$ cat config.mk
export PLATFORM = sky130hd
export DESIGN_NAME = memory_stage
export DESIGN_NICKNAME = d
export VERILOG_FILES = /design/src/rtl/memory_stage.sv
export SDC_FILE = /design/constraint.sdc
export NUM_CORES = 1
export LEC_CHECK = 0
export BUFFER_PORTS_ARGS = -buffer_cell sky130_fd_sc_hd__buf_4
export CORE_ASPECT_RATIO = 1.5
export CORE_MARGIN = 5
export CORE_UTILIZATION = 56
export CTS_CLUSTER_SIZE = 25
export DETAILED_ROUTE_END_ITERATION = 6
export GPL_ROUTABILITY_DRIVEN = 1
export PLACE_DENSITY = 0.95
export SYNTH_ARGS = -nofsm -noshare
export SYNTH_HDL_FRONTEND = slang
export SYNTH_SLANG_ARGS = --single-unit
$ cat constraint.sdc
create_clock -name CLK -period 4.57 [get_ports CLK]
set_clock_uncertainty 0.2 [all_clocks]
set_input_delay 0.914 -clock CLK [delete_from_list [all_inputs] [get_ports CLK]]
set_output_delay 0.914 -clock CLK [all_outputs]
set_load 0.02 [all_outputs]
$ cat src/rtl/memory_stage.sv
// rtl/memory_stage.sv - pipeline MEM stage: EX/MEM latch, data-cache access FSM, MEM/WB latch
module memory_stage (
  input  logic        CLK,
  input  logic        nRST,
  input  logic        ihit,
  input  logic        dhit,
  input  logic        flush,
  input  logic [31:0] out,
  input  logic [31:0] read_dat2_next,
  input  logic [31:0] addr_curr4,
  input  logic [31:0] lower_zero_next,
  input  logic [4:0]  write_reg_next,
  input  logic        regWEN_next,
  input  logic        mem_read_next,
  input  logic        mem_write_next,
  input  logic        memtoreg_next,
  input  logic        jal_flag_next,
  input  logic        lui_flag_next,
  input  logic        halt_next,
  input  logic [31:0] dmemload,
  output logic        dmemREN,
  output logic        dmemWEN,
  output logic [31:0] dmemaddr,
  output logic [31:0] dmemstore,
  output logic        mem_stall,
  output logic [31:0] forward_mem,
  output logic [31:0] wb_wdat,
  output logic [4:0]  wb_wsel,
  output logic        wb_WEN,
  output logic        wb_halt
);

  typedef logic [31:0] word_t;
  typedef logic [4:0]  regbits_t;

  typedef struct packed {
    word_t    alu;
    word_t    rdat2;
    word_t    pc4;
    word_t    lui_val;
    regbits_t wsel;
    logic     regwen;
    logic     mread;
    logic     mwrite;
    logic     m2r;
    logic     jal;
    logic     lui;
    logic     halt;
  } exmem_t;

  typedef enum logic [1:0] {IDLE, ACCESS, DONE} state_t;

  state_t   state_q, state_d;
  exmem_t   exmem_q, exmem_d;
  word_t    hold_q;
  word_t    wb_wdat_q;
  regbits_t wb_wsel_q;
  logic     wb_wen_q;
  logic     wb_halt_q;
  logic     adv;
  word_t    sel;

  // The whole stage advances with the fetch side unless a cache access is still in flight
  assign adv = ihit && (state_q != ACCESS);

  // Candidate EX/MEM contents: the EX bundle, or an all-zero bubble when flushing
  always_comb begin
    exmem_d = '0;
    if (!flush) begin
      exmem_d.alu     = out;
      exmem_d.rdat2   = read_dat2_next;
      exmem_d.pc4     = addr_curr4;
      exmem_d.lui_val = lower_zero_next;
      exmem_d.wsel    = write_reg_next;
      exmem_d.regwen  = regWEN_next;
      exmem_d.mread   = mem_read_next;
      exmem_d.mwrite  = mem_write_next;
      exmem_d.m2r     = memtoreg_next;
      exmem_d.jal     = jal_flag_next;
      exmem_d.lui     = lui_flag_next;
      exmem_d.halt    = halt_next;
    end
  end

  // Access FSM state register
  always_ff @(posedge CLK or negedge nRST) begin
    if (!nRST) state_q <= IDLE;
    else       state_q <= state_d;
  end

  // Next state and cache strobes; a store wins when both read and write are flagged
  always_comb begin
    state_d   = state_q;
    dmemREN   = 1'b0;
    dmemWEN   = 1'b0;
    mem_stall = 1'b0;
    case (state_q)
      IDLE, DONE: begin
        if (adv) state_d = (exmem_d.mread || exmem_d.mwrite) ? ACCESS : IDLE;
      end
      ACCESS: begin
        mem_stall = 1'b1;
        dmemREN   = exmem_q.mread && !exmem_q.mwrite;
        dmemWEN   = exmem_q.mwrite;
        if (dhit) state_d = DONE;
      end
      default: state_d = IDLE;
    endcase
  end

  // EX/MEM latch, loaded only when the pipeline advances
  always_ff @(posedge CLK or negedge nRST) begin
    if (!nRST)    exmem_q <= '0;
    else if (adv) exmem_q <= exmem_d;
  end

  // Load-hold captures cache data on the completing cycle of an access
  always_ff @(posedge CLK or negedge nRST) begin
    if (!nRST)                          hold_q <= '0;
    else if (state_q == ACCESS && dhit) hold_q <= dmemload;
  end

  // Result select shared by forwarding and write-back
  always_comb begin
    sel = exmem_q.alu;
    if (exmem_q.jal)      sel = exmem_q.pc4;
    else if (exmem_q.lui) sel = exmem_q.lui_val;
    else if (exmem_q.m2r) sel = hold_q;
  end

  // MEM/WB latch; halt is sticky until reset
  always_ff @(posedge CLK or negedge nRST) begin
    if (!nRST) begin
      wb_wdat_q <= '0;
      wb_wsel_q <= '0;
      wb_wen_q  <= 1'b0;
      wb_halt_q <= 1'b0;
    end else if (adv) begin
      wb_wdat_q <= sel;
      wb_wsel_q <= exmem_q.wsel;
      wb_wen_q  <= exmem_q.regwen;
      if (exmem_q.halt) wb_halt_q <= 1'b1;
    end
  end

  assign dmemaddr    = exmem_q.alu;
  assign dmemstore   = exmem_q.rdat2;
  assign forward_mem = sel;
  assign wb_wdat     = wb_wdat_q;
  assign wb_wsel     = wb_wsel_q;
  assign wb_WEN      = wb_wen_q && !wb_halt_q;
  assign wb_halt     = wb_halt_q;

endmodule

==> qor.yml, run 1 <==
pwr:
  total_power_uw: 6490
  powerDensity_nw_per_um2: 499
  leakage_uw: 0.00652
  ir_drop_v: 0.000443
routing:
  ant_nets: 0
  drc: 0
  vias: 7105
  drt_iter0_drc: 705
  wl_mm: 27.7
  first_pass_iters: 7
  wl_per_cell_um: 21.5
  viasPerCell: 5.52
floorplan:
  die_w_um: 121
  fp.coreArea_sq_um: 18000
  dieArea_sq_um: 21200
  ioPinCount: 315
  rows: 60
  start_util_pct: 57.0
  die_h_um: 176
clock_tree:
  cts_root_buffer: "clkbuf_16"
  cts_resized: 0
  cts_inserted_buffers: 21
  cts.sinks: 213
  cts_max_level: 1
  cts_hold_buf: 0
  post_cts_buffers: 0
  cts_tree: "built"
  path_clk_slew_ns: 0.07
  clkLatencyLatePin_ns: 0.49
  clock_path_buffers: 3
timing:
  rsz0062_at_grt: "no"
  period_needed_ns: 3.68
  period_share_pct: 80.6
  slew_headroom_pct: 34.6
  worst_slack_ns: 0.888
  worstMarginPinSlew_ns: 0.981
  setup_tns_ns: 0
  hold_viol: 0
  slew_viol_final: 0
  fmax_ghz: 0.272
  setup_viol: 0
synth:
  synth_commonest_cells: "213 x dfrtp_1, 118 x mux2_2, 94 x mux2i_1, 76 x buf_4, 72 x nor2b_1"
  netlist.area_leader.share_pct: 51.9
  yosysWarnings: 0
  synthFlopType: "dfrtp_1"
  synth.distinct_cells: 26
  synth_area_leader_cell: "dfrtp_1"
  syn_avg_cell_area_sq_um: 12.5
  synthArstFlopShare_pct: 100
  synth.most_common_cell: "dfrtp_1"
  synthCells: 822
  synth_nets: 999
  ys_top_cells_by_area: "dfrtp_1 52%, mux2_2 13%, mux2i_1 9.2%, buf_4 5.6%, nor2b_1 4.4%"
  ys_ff_latch: 213
  seq_area_frac_synth_pct: 51.9
  synth_edf_count: 0
  syn_area_sq_um: 10300
global_routing:
  grt_pass1_vias: 8001
  antenna_found_initial: 0
  grt_max_degree: 101
  grt_pass1_wl_mm: 43.7
  grt_usage_pct: 26.1
  overflow: 0
worst_setup_path:
  endpoint_kind: "output pin"
  cp.required_ns: 3.46
  worstPathArrival_ns: 2.57
  startpoint_type: "flip-flop"
  path_class: "flip-flop to output pin"
  cp_max_fo: 28
placement:
  port_buffers: 314
  hpwl_mm: 19.5
  gp_congestion: 0.875
  post-place-ws_ns: 1.42
layout:
  antennaDiodeCount: 0
  final_net_count: 1235
  drive_gt1_share_pct: 45.5
  area_growth_pct: 26.6
hold_path:
  hold_class: "flip-flop to flip-flop"
outcome:
  status: "finished, final reports clean"
job:
  maxCapViolCount: 0
-- path summary, 6_finish.rpt --
path	slack [ns]	from	endpoint	cells after the start
max	0.89	exmem_q[3]	forward_mem[4]	3
min	0.29	state_q[1]	state_q[1]	2
max reg2reg	2.19	state_q[1]	dmemaddr[6]	4
min reg2reg	0.29	state_q[1]	state_q[1]	2
max in group asynchronous	3.06	nRST	dmemaddr[20]	2
min in group asynchronous	0.31	nRST	wb_wdat[10]	1
-- kinds of logic after synthesis --
family | Yosys count | synth area share, %
buffers and inverters | 178 | 10.0
and+or+nand+nor | 154 | 9.41
muxes | 242 | 25.4
AOI/OAI and AO/OA | 35 | 3.30
DFF | 213 | 51.9
-- sequential cells by signal (all words and copies together), names as in the netlist --
signal / count
exmem_q: 76
state_q: 2
wb_halt: 1
dmemaddr: 32
wb_wsel: 5
wb_wen_q: 1
hold_q: 32
dmemstore: 32
wb_wdat: 32
-- final cells by class --
type                    instances  area [sq um]
inverters                      63           236
well taps                     217           272
flip-flops and latches        213          5330
fillers                      1150          5010
clock buffers                  26           584
clock inverters                 9           155
repair buffers                328          2490
multi-input cells             431          3930
-- critical path: stages (launching register included) --
cell	delay (ns)
dfrtp_2	1.01
mux2i_1	0.18
a222oi_1	0.62
buf_4	0.26
-- metal layers --
metal  part of all wire [%]  routed length [um]  track usage, %  up-vias
met1                     35                9630            29.8     3501
met4                    4.8                1340            11.5        0
met2                     54               14900            47.3      337
met5                      0                   0               0        -
li1                       -                   -               -     3186
met3                    6.6                1840            4.80       81
-- report_power, final --
part / switching (uW) / internal [uW]
Clock: 722 / 1130
Combinational: 1060 / 978
Sequential: 273 / 2320
Total: 2060 / 4430
-- placed cells by master, fill, tap and decap left out, drive strengths merged, types with 2 or more instances in the layout --
cell    count
buf       327
dfrtp     213
mux2      148
mux2i      94
nor2b      72
inv        63
nand2b     63
a222oi     30
clkbuf     27
and2b       8
bufinv      4
nand2       4
clkinv      4
nor3b       3
nor2        3
a221oi      2
-- per-stage QoR --
| stage | cell area (sq um) | utilization (%) | hold WS (ns) | std cells |
|---|---|---|---|---|
| final | 13000 | 72.2 | 0.291 | 1287 |
| after global routing | 13000 | 72.2 | 0.306 | 1287 |
| after CTS | 13000 | 72.2 | 0.294 | 1287 |
| after detailed placement | 12300 | 68.1 | 0.278 | 1252 |
| after global placement | 12300 | 68.1 | 0.250 | 1252 |
| after floorplan | 10300 | - | 0.238 | 822 |
Power figures use the tool's default switching activity.
==> inputs of run 2 (changes only) <==
--- a/config.mk
+++ b/config.mk
@@ -8,11 +8,11 @@
 export BUFFER_PORTS_ARGS = -buffer_cell sky130_fd_sc_hd__buf_4
 export CORE_ASPECT_RATIO = 1.5
 export CORE_MARGIN = 5
-export CORE_UTILIZATION = 56
+export CORE_UTILIZATION = 52
 export CTS_CLUSTER_SIZE = 25
 export DETAILED_ROUTE_END_ITERATION = 6
 export GPL_ROUTABILITY_DRIVEN = 1
-export PLACE_DENSITY = 0.95
+export PLACE_DENSITY = 0.92
 export SYNTH_ARGS = -nofsm -noshare
 export SYNTH_HDL_FRONTEND = slang
 export SYNTH_SLANG_ARGS = --single-unit
==> constraint.sdc (replaced) <==
create_clock -name CLK -period 3.4 [get_ports CLK]
set_clock_uncertainty 0.2 [all_clocks]
set_input_delay 0.68 -clock CLK [delete_from_list [all_inputs] [get_ports CLK]]
set_output_delay 0.68 -clock CLK [all_outputs]
set_load 0.02 [all_outputs]
==> qor.yml, run 2 (synthesis results as in run 1) <==
outcome:
  status: "complete, but fails checks"
  violations: "design-rule violations"
routing:
  drt_iter0_drc: 414  # -41%
  ant_nets: 0  # unchanged
  wl_mm: 26.6  # -3.9%
  first_pass_iters: 7  # unchanged
  viasPerCell: 5.28  # -4.3%
  wl_per_cell_um: 20.0  # -7.1%
  vias: 7039  # -0.93%
  drc: 34  # +34
timing:
  rsz0062_at_grt: "no"
  holdWs_ns: 0.0328  # -0.258 ns
  slew_viol_final: 0  # unchanged
  period_share_pct: 95.3
  worstMarginPinSlew_ns: 0.958  # -0.0224 ns
  setup_tns_ns: 0  # unchanged
  fmax_ghz: 0.309
  period_needed_ns: 3.24
  setup_viol: 0  # unchanged
  slew_headroom_pct: 35.9  # +1.3 points
  hold_viol: 0  # unchanged
layout:
  final_net_count: 1235  # unchanged
  layout_commonest_cell: "buf_4"
  drive_gt1_share_pct: 44.8  # -0.74 points
  largest_register_ffs: 76  # unchanged
  stdcell_area_sq_um: 13000  # +0.15%
  fillCellCount: 1388  # +21%
  regMostFlops: "exmem_q"
  area_growth_pct: 26.8
  antennaDiodeCount: 0  # unchanged
  mostFrequentLayoutCells: "321 x buf_4, 212 x dfrtp_1, 118 x mux2_2, 94 x mux2i_1, 71 x nor2b_1"
pwr:
  total_power_uw: 8410  # +30%
  ir_drop_v: 0.000434  # -2.0%
  leakage_uw: 0.00649  # -0.38%
  powerDensity_nw_per_um2: 646  # +29%
placement:
  gp_congestion: 0.858  # -2.0%
  port_buffers: 314  # unchanged
  place_area_sq_um: 12400  # +0.93%
  hpwl_mm: 19.1  # -1.7%
worst_setup_path:
  startpoint_type: "flip-flop"
  worstPathArrival_ns: 2.36  # -0.21 ns
  path_class: "flip-flop to output pin"
  worst-path-buf-inv: 1  # unchanged
  cpLargestDelayFamily: "simple AND/OR/NAND/NOR gates"
  reg2reg_to: "wb_wdat[14]"
  cp_slowest_stage_delay_ns: 0.77  # -0.24 ns
  r2r_slack_ns: 1.09  # -1.10 ns
  cp.required_ns: 2.52  # -0.94 ns
  endpoint_kind: "output pin"
  reg2reg_from: "exmem_q[2]"
  cp_max_fo: 32  # +14%
  crit_chain: "nor2_4, a221oi_1, buf_4"
  rr_worst_depth: 3  # -1
  cp_slowest_cell: "nor2_4"
global_routing:
  grt_pass1_wl_mm: 42.0  # -3.8%
  grt_pass1_vias: 7858  # -1.8%
  grt_usage_pct: 22.9  # -3.2 points
  antenna_found_initial: 0  # unchanged
  grt_max_degree: 75  # -26%
  overflow: 0  # unchanged
floorplan:
  start_util_pct: 52.4  # -4.7 points
  fp.coreArea_sq_um: 19600  # +8.9%
  die_w_um: 125  # +3.5%
  rows: 63  # +5.0%
  die_h_um: 182  # +3.6%
  dieArea_sq_um: 22700  # +7.1%
  ioPinCount: 315  # unchanged
clock_tree:
  post_cts_buffers: 0  # unchanged
  clock_path_buffers: 3  # unchanged
  cts_inserted_buffers: 21  # unchanged
  cts_hold_buf: 0  # unchanged
  cts_max_level: 1  # unchanged
  clkLatencyLatePin_ns: 0.48  # about the same
  path_clk_slew_ns: 0.06  # about the same
  cts_root_buffer: "clkbuf_16"
  cts.sinks: 213  # unchanged
  cts_tree: "built"
  cts_resized: 0  # unchanged
hold_path:
  hold_class: "primary input to async pin"
job:
  maxCapViolCount: 0  # unchanged
run 2: cell types whose count changed in the layout (fill, tap and decap cells not counted), sizes merged:
cell      change
clkinvlp      -1
clkinv        -4
clkbuf       +11
bufinv        -4
run 2: cell type report:
cell class	instances	area, sq um	share of cell area [%]
timing repair buffer	328	2540	19.5
inverter	63	236	1.82
clock buffer	37	646	4.96
tap	260	325	2.50
multi-input combinational	431	3940	30.3
sequential	213	5330	40.9
run 2: how the worst max path moves through the flow:
stage | slack (ns) | cells past startpoint | endpoint | start
global route | 0.06 | 3 | forward_mem[29] | exmem_q[2]
global placement | 0.75 | 3 | forward_mem[30] | exmem_q[2]
floorplan | 1.08 | 4 | forward_mem[10] | exmem_q[3]
CTS | 0.14 | 3 | forward_mem[29] | exmem_q[2]
finish | 0.16 | 3 | forward_mem[29] | exmem_q[2]
detailed placement | 0.70 | 4 | forward_mem[24] | exmem_q[3]
run 2: worst register-to-register path: cells and delay by family, from the launching register on:
kind	cells	cell delay, ns
compound gates	1	0.32
flops	1	0.52
simple gates	1	0.78
mux	1	0.38
run 2: report_power, final:
part / switching, uW / internal (uW)
Clock: 903 / 1280
Sequential: 341 / 3130
Combinational: 1450 / 1320
run 2: through the flow:
stage,util [%],setup slack (ns),instances
5_1_grt,66.4,0.0624,1332
3_5_place_dp,63.1,0.697,1295
6_report,66.4,0.160,1332
3_3_place_gp,63.1,0.755,1295
4_1_cts,66.4,0.142,1332
2_1_floorplan,-,1.08,822
run 2: layer usage:
metal / track usage (%) / vias to the layer above / share of wire, %
met5: 0 / - / 0
met1: 25.9 / 3487 / 36
met3: 5.36 / 70 / 6.6
met2: 40.6 / 294 / 52
li1: - / 3188 / -
met4: 11.5 / 0 / 5.0
==> inputs of run 3 (changes only) <==
--- a/config.mk
+++ b/config.mk
@@ -5,14 +5,15 @@
 export SDC_FILE = /design/constraint.sdc
 export NUM_CORES = 1
 export LEC_CHECK = 0
+export ABC_AREA = 1
 export BUFFER_PORTS_ARGS = -buffer_cell sky130_fd_sc_hd__buf_4
 export CORE_ASPECT_RATIO = 1.5
 export CORE_MARGIN = 5
-export CORE_UTILIZATION = 52
+export CORE_UTILIZATION = 51
 export CTS_CLUSTER_SIZE = 25
 export DETAILED_ROUTE_END_ITERATION = 6
 export GPL_ROUTABILITY_DRIVEN = 1
-export PLACE_DENSITY = 0.92
+export PLACE_DENSITY = 0.91
 export SYNTH_ARGS = -nofsm -noshare
 export SYNTH_HDL_FRONTEND = slang
 export SYNTH_SLANG_ARGS = --single-unit
==> qor.yml, run 3 <==
clock_tree:
  cts_root_buffer: "clkbuf_16"
  clock_path_buffers: 3  # unchanged
  cts_hold_buf: 0  # unchanged
  cts_resized: 0  # unchanged
  clkLatencyLatePin_ns: 0.50  # +0.02 ns
  cts.sinks: 213  # unchanged
  cts_max_level: 1  # unchanged
  cts_tree: "built"
  path_clk_slew_ns: 0.07  # about the same
  post_cts_buffers: 0  # unchanged
  cts_inserted_buffers: 21  # unchanged
worst_setup_path:
  crit_end: "forward_mem[15]"
  reg2reg_to: "hold_q[25]"
  endpoint_kind: "output pin"
  startpoint_type: "flip-flop"
  worst-path-buf-inv: 3  # +2
  rr_worst_depth: 6  # +3
  cp.required_ns: 2.52  # about the same
  cp_max_fo: 19  # -41%
  path_class: "flip-flop to output pin"
  cp_slowest_stage_delay_ns: 0.37  # -0.40 ns
  crit_chain: "inv_1, buf_4, nand2_1, nand3_1, nand2_1, nand2_1, buf_4"
  worstPathArrival_ns: 2.08  # -0.28 ns
  crit_top_cell: "nand2_1"
  cpLargestDelayFamily: "buffers and inverters"
  startpoint: "exmem_q[3]"
  path_depth: 7  # +4
  cp_slowest_cell: "dfrtp_1"
  r2r_slack_ns: 1.40  # +0.31 ns
  reg2reg_from: "state_q[1]"
global_routing:
  overflow: 0  # unchanged
  antenna_found_initial: 2  # +2
  grt_max_degree: 142  # +89%
  grt_usage_pct: 26.8  # +3.9 points
  grt_pass1_vias: 9388  # +19%
  grt_pass1_wl_mm: 47.7  # +14%
floorplan:
  die_h_um: 181  # -0.83%
  die_w_um: 124  # -0.81%
  dieArea_sq_um: 22400  # -1.6%
  fp.coreArea_sq_um: 19200  # -2.4%
  rows: 62  # -1.6%
  start_util_pct: 51.7  # -0.67 points
  ioPinCount: 315  # unchanged
timing:
  worstMarginPinSlew_ns: 0.713  # -0.245 ns
  setup_viol: 0  # unchanged
  period_needed_ns: 2.96  # -0.279 ns
  rsz0062_at_grt: "no"
  period_share_pct: 87.1  # -8.2 points
  hold_viol: 27  # +27
  fmax_ghz: 0.338  # +9.4%
  holdWs_ns: -0.0499  # -0.0827 ns
  slew_headroom_pct: 52.5  # +17 points
  slew_viol_final: 0  # unchanged
  setup_tns_ns: 0  # unchanged
routing:
  drt_iter0_drc: 699  # +69%
  drc: 0  # -100%
  wl_mm: 30.1  # +13%
  ant_nets: 0  # unchanged
  viasPerCell: 5.34  # +0.98%
  first_pass_iters: 5  # -2
  wl_per_cell_um: 17.7  # -12%
  vias: 9082  # +29%
placement:
  hpwl_mm: 20.7  # +8.3%
  port_buffers: 314  # unchanged
  gp_congestion: 0.884  # +3.1%
  place_inst: 1666  # +29%
outcome:
  violations: "negative hold slack"
  status: "complete, but fails checks"
synth:
  synth_area_leader_cell: "dfrtp_1"
  synth_commonest_cells: "554 x nand2_1, 213 x dfrtp_1, 173 x nand3_1, 70 x buf_4, 49 x o21ai_0"
  synth.most_common_cell: "nand2_1"
  synthFlopType: "dfrtp_1"
  synthArstFlopShare_pct: 100  # unchanged
  ys_top_cells_by_area: "dfrtp_1 54%, nand2_1 21%, nand3_1 8.7%, buf_4 5.3%, o21ai_0 2.5%"
  ys_ff_latch: 213  # unchanged
  syn_avg_cell_area_sq_um: 8.08  # -35%
  synth.distinct_cells: 18  # -31%
  synth_nets: 1403  # +40%
  yosysWarnings: 0  # unchanged
  syn_area_sq_um: 9900  # -3.6%
  synth_edf_count: 0  # unchanged
  netlist.area_leader.share_pct: 53.8  # +2.0 points
  seq_area_frac_synth_pct: 53.8  # +2.0 points
  synthCells: 1226  # +49%
hold_path:
  hold_class: "primary input to async pin"
layout:
  register_area_sq_um: 5330  # unchanged
  mostFrequentLayoutCells: "554 x nand2_1, 321 x buf_4, 212 x dfrtp_1, 173 x nand3_1, 49 x o21ai_0"
  final_net_count: 1610  # +30%
  stdcell_count: 1702  # +28%
  largest_register_ffs: 76  # unchanged
  fillCellCount: 1540  # +11%
  layout_commonest_cell: "nand2_1"
  multiInputGateArea_sq_um: 3420  # -13%
  drive_gt1_share_pct: 25.7  # -19 points
  regMostFlops: "exmem_q"
  area_growth_pct: 26.5
pwr:
  switching_share_pct: 33.6  # +1.6 points
  p_switching_uw: 2700  # +0.23%
  internal-power_uw: 5330  # -6.8%
  powerDensity_nw_per_um2: 641  # -0.81%
  clock_power_share_pct: 29.9  # +4.0 points
  leakage_uw: 0.00691  # +6.4%
  ir_drop_v: 0.000476  # +9.5%
  power_frac_comb_pct: 28.9  # -4.0 points
  p_seq_share_pct: 41.2  # about the same
job:
  maxCapViolCount: 0  # unchanged
[run 3: layout make-up]
class | instances | share of cell area [%]
Sequential cell | 213 | 42.5
Multi-Input combinational cell | 817 | 27.3
Timing Repair Buffer | 329 | 20.5
Clock buffer | 25 | 4.55
Tap cell | 256 | 2.56
Inverter | 51 | 1.57
Clock inverter | 9 | 1.02
Antenna cell | 2 | 0.0399
[run 3: per-layer routing]
| layer | GRT usage (%) | up-vias | share of wire, % |
|---|---|---|---|
| met5 | 0 | - | 0 |
| met4 | 17.4 | 0 | 7.3 |
| met3 | 5.21 | 134 | 7.7 |
| met2 | 44.3 | 505 | 50 |
| met1 | 31.2 | 4247 | 35 |
| li1 | - | 4196 | - |
[run 3: worst min path at each step]
stage                     startpoint          end  slack (ns)
after floorplan                 nRST  dmemaddr[0]        0.18
after global placement    hold_q[22]   hold_q[22]        0.25
after detailed placement  hold_q[21]   hold_q[21]        0.26
after CTS                       nRST   wb_wsel[4]       0.007
after global routing            nRST   wb_wsel[4]       0.007
final                           nRST   wb_wsel[4]       -0.05
[run 3: stage by stage]
step	util (%)	instance area (sq um)	total power, uW	setup WS [ns]	hold slack [ns]
floorplan	-	9900	4740	1.34	0.184
global placement	61.7	11800	5580	1.05	0.255
detailed placement	61.7	11800	5660	0.976	0.258
CTS	65.4	12500	8060	0.441	0.00655
global route	65.4	12500	8450	0.322	0.00727
finish	65.4	12500	8030	0.439	-0.0499
[run 3: cells by family (layout without fill, tap and decap cells)]
logic type / count (synthesis) / count (layout) / synth area share (%)
and+or+nand+nor: 733 / 733 / 30.2
DFF: 213 / 213 / 53.8
buffers and inverters: 196 / 414 / 11.7
AOI/OAI and AO/OA: 84 / 84 / 4.28
other: 0 / 2 / 0
[run 3: power by group through the flow]
stage | combinational, uW | clock [uW] | sequential (uW)
3_5_place_dp | 2310 | 0 | 3340
4_1_cts | 2330 | 2430 | 3310
5_1_grt | 2520 | 2560 | 3370
3_3_place_gp | 2250 | 0 | 3330
6_report | 2320 | 2400 | 3310
2_1_floorplan | 1330 | 0 | 3410
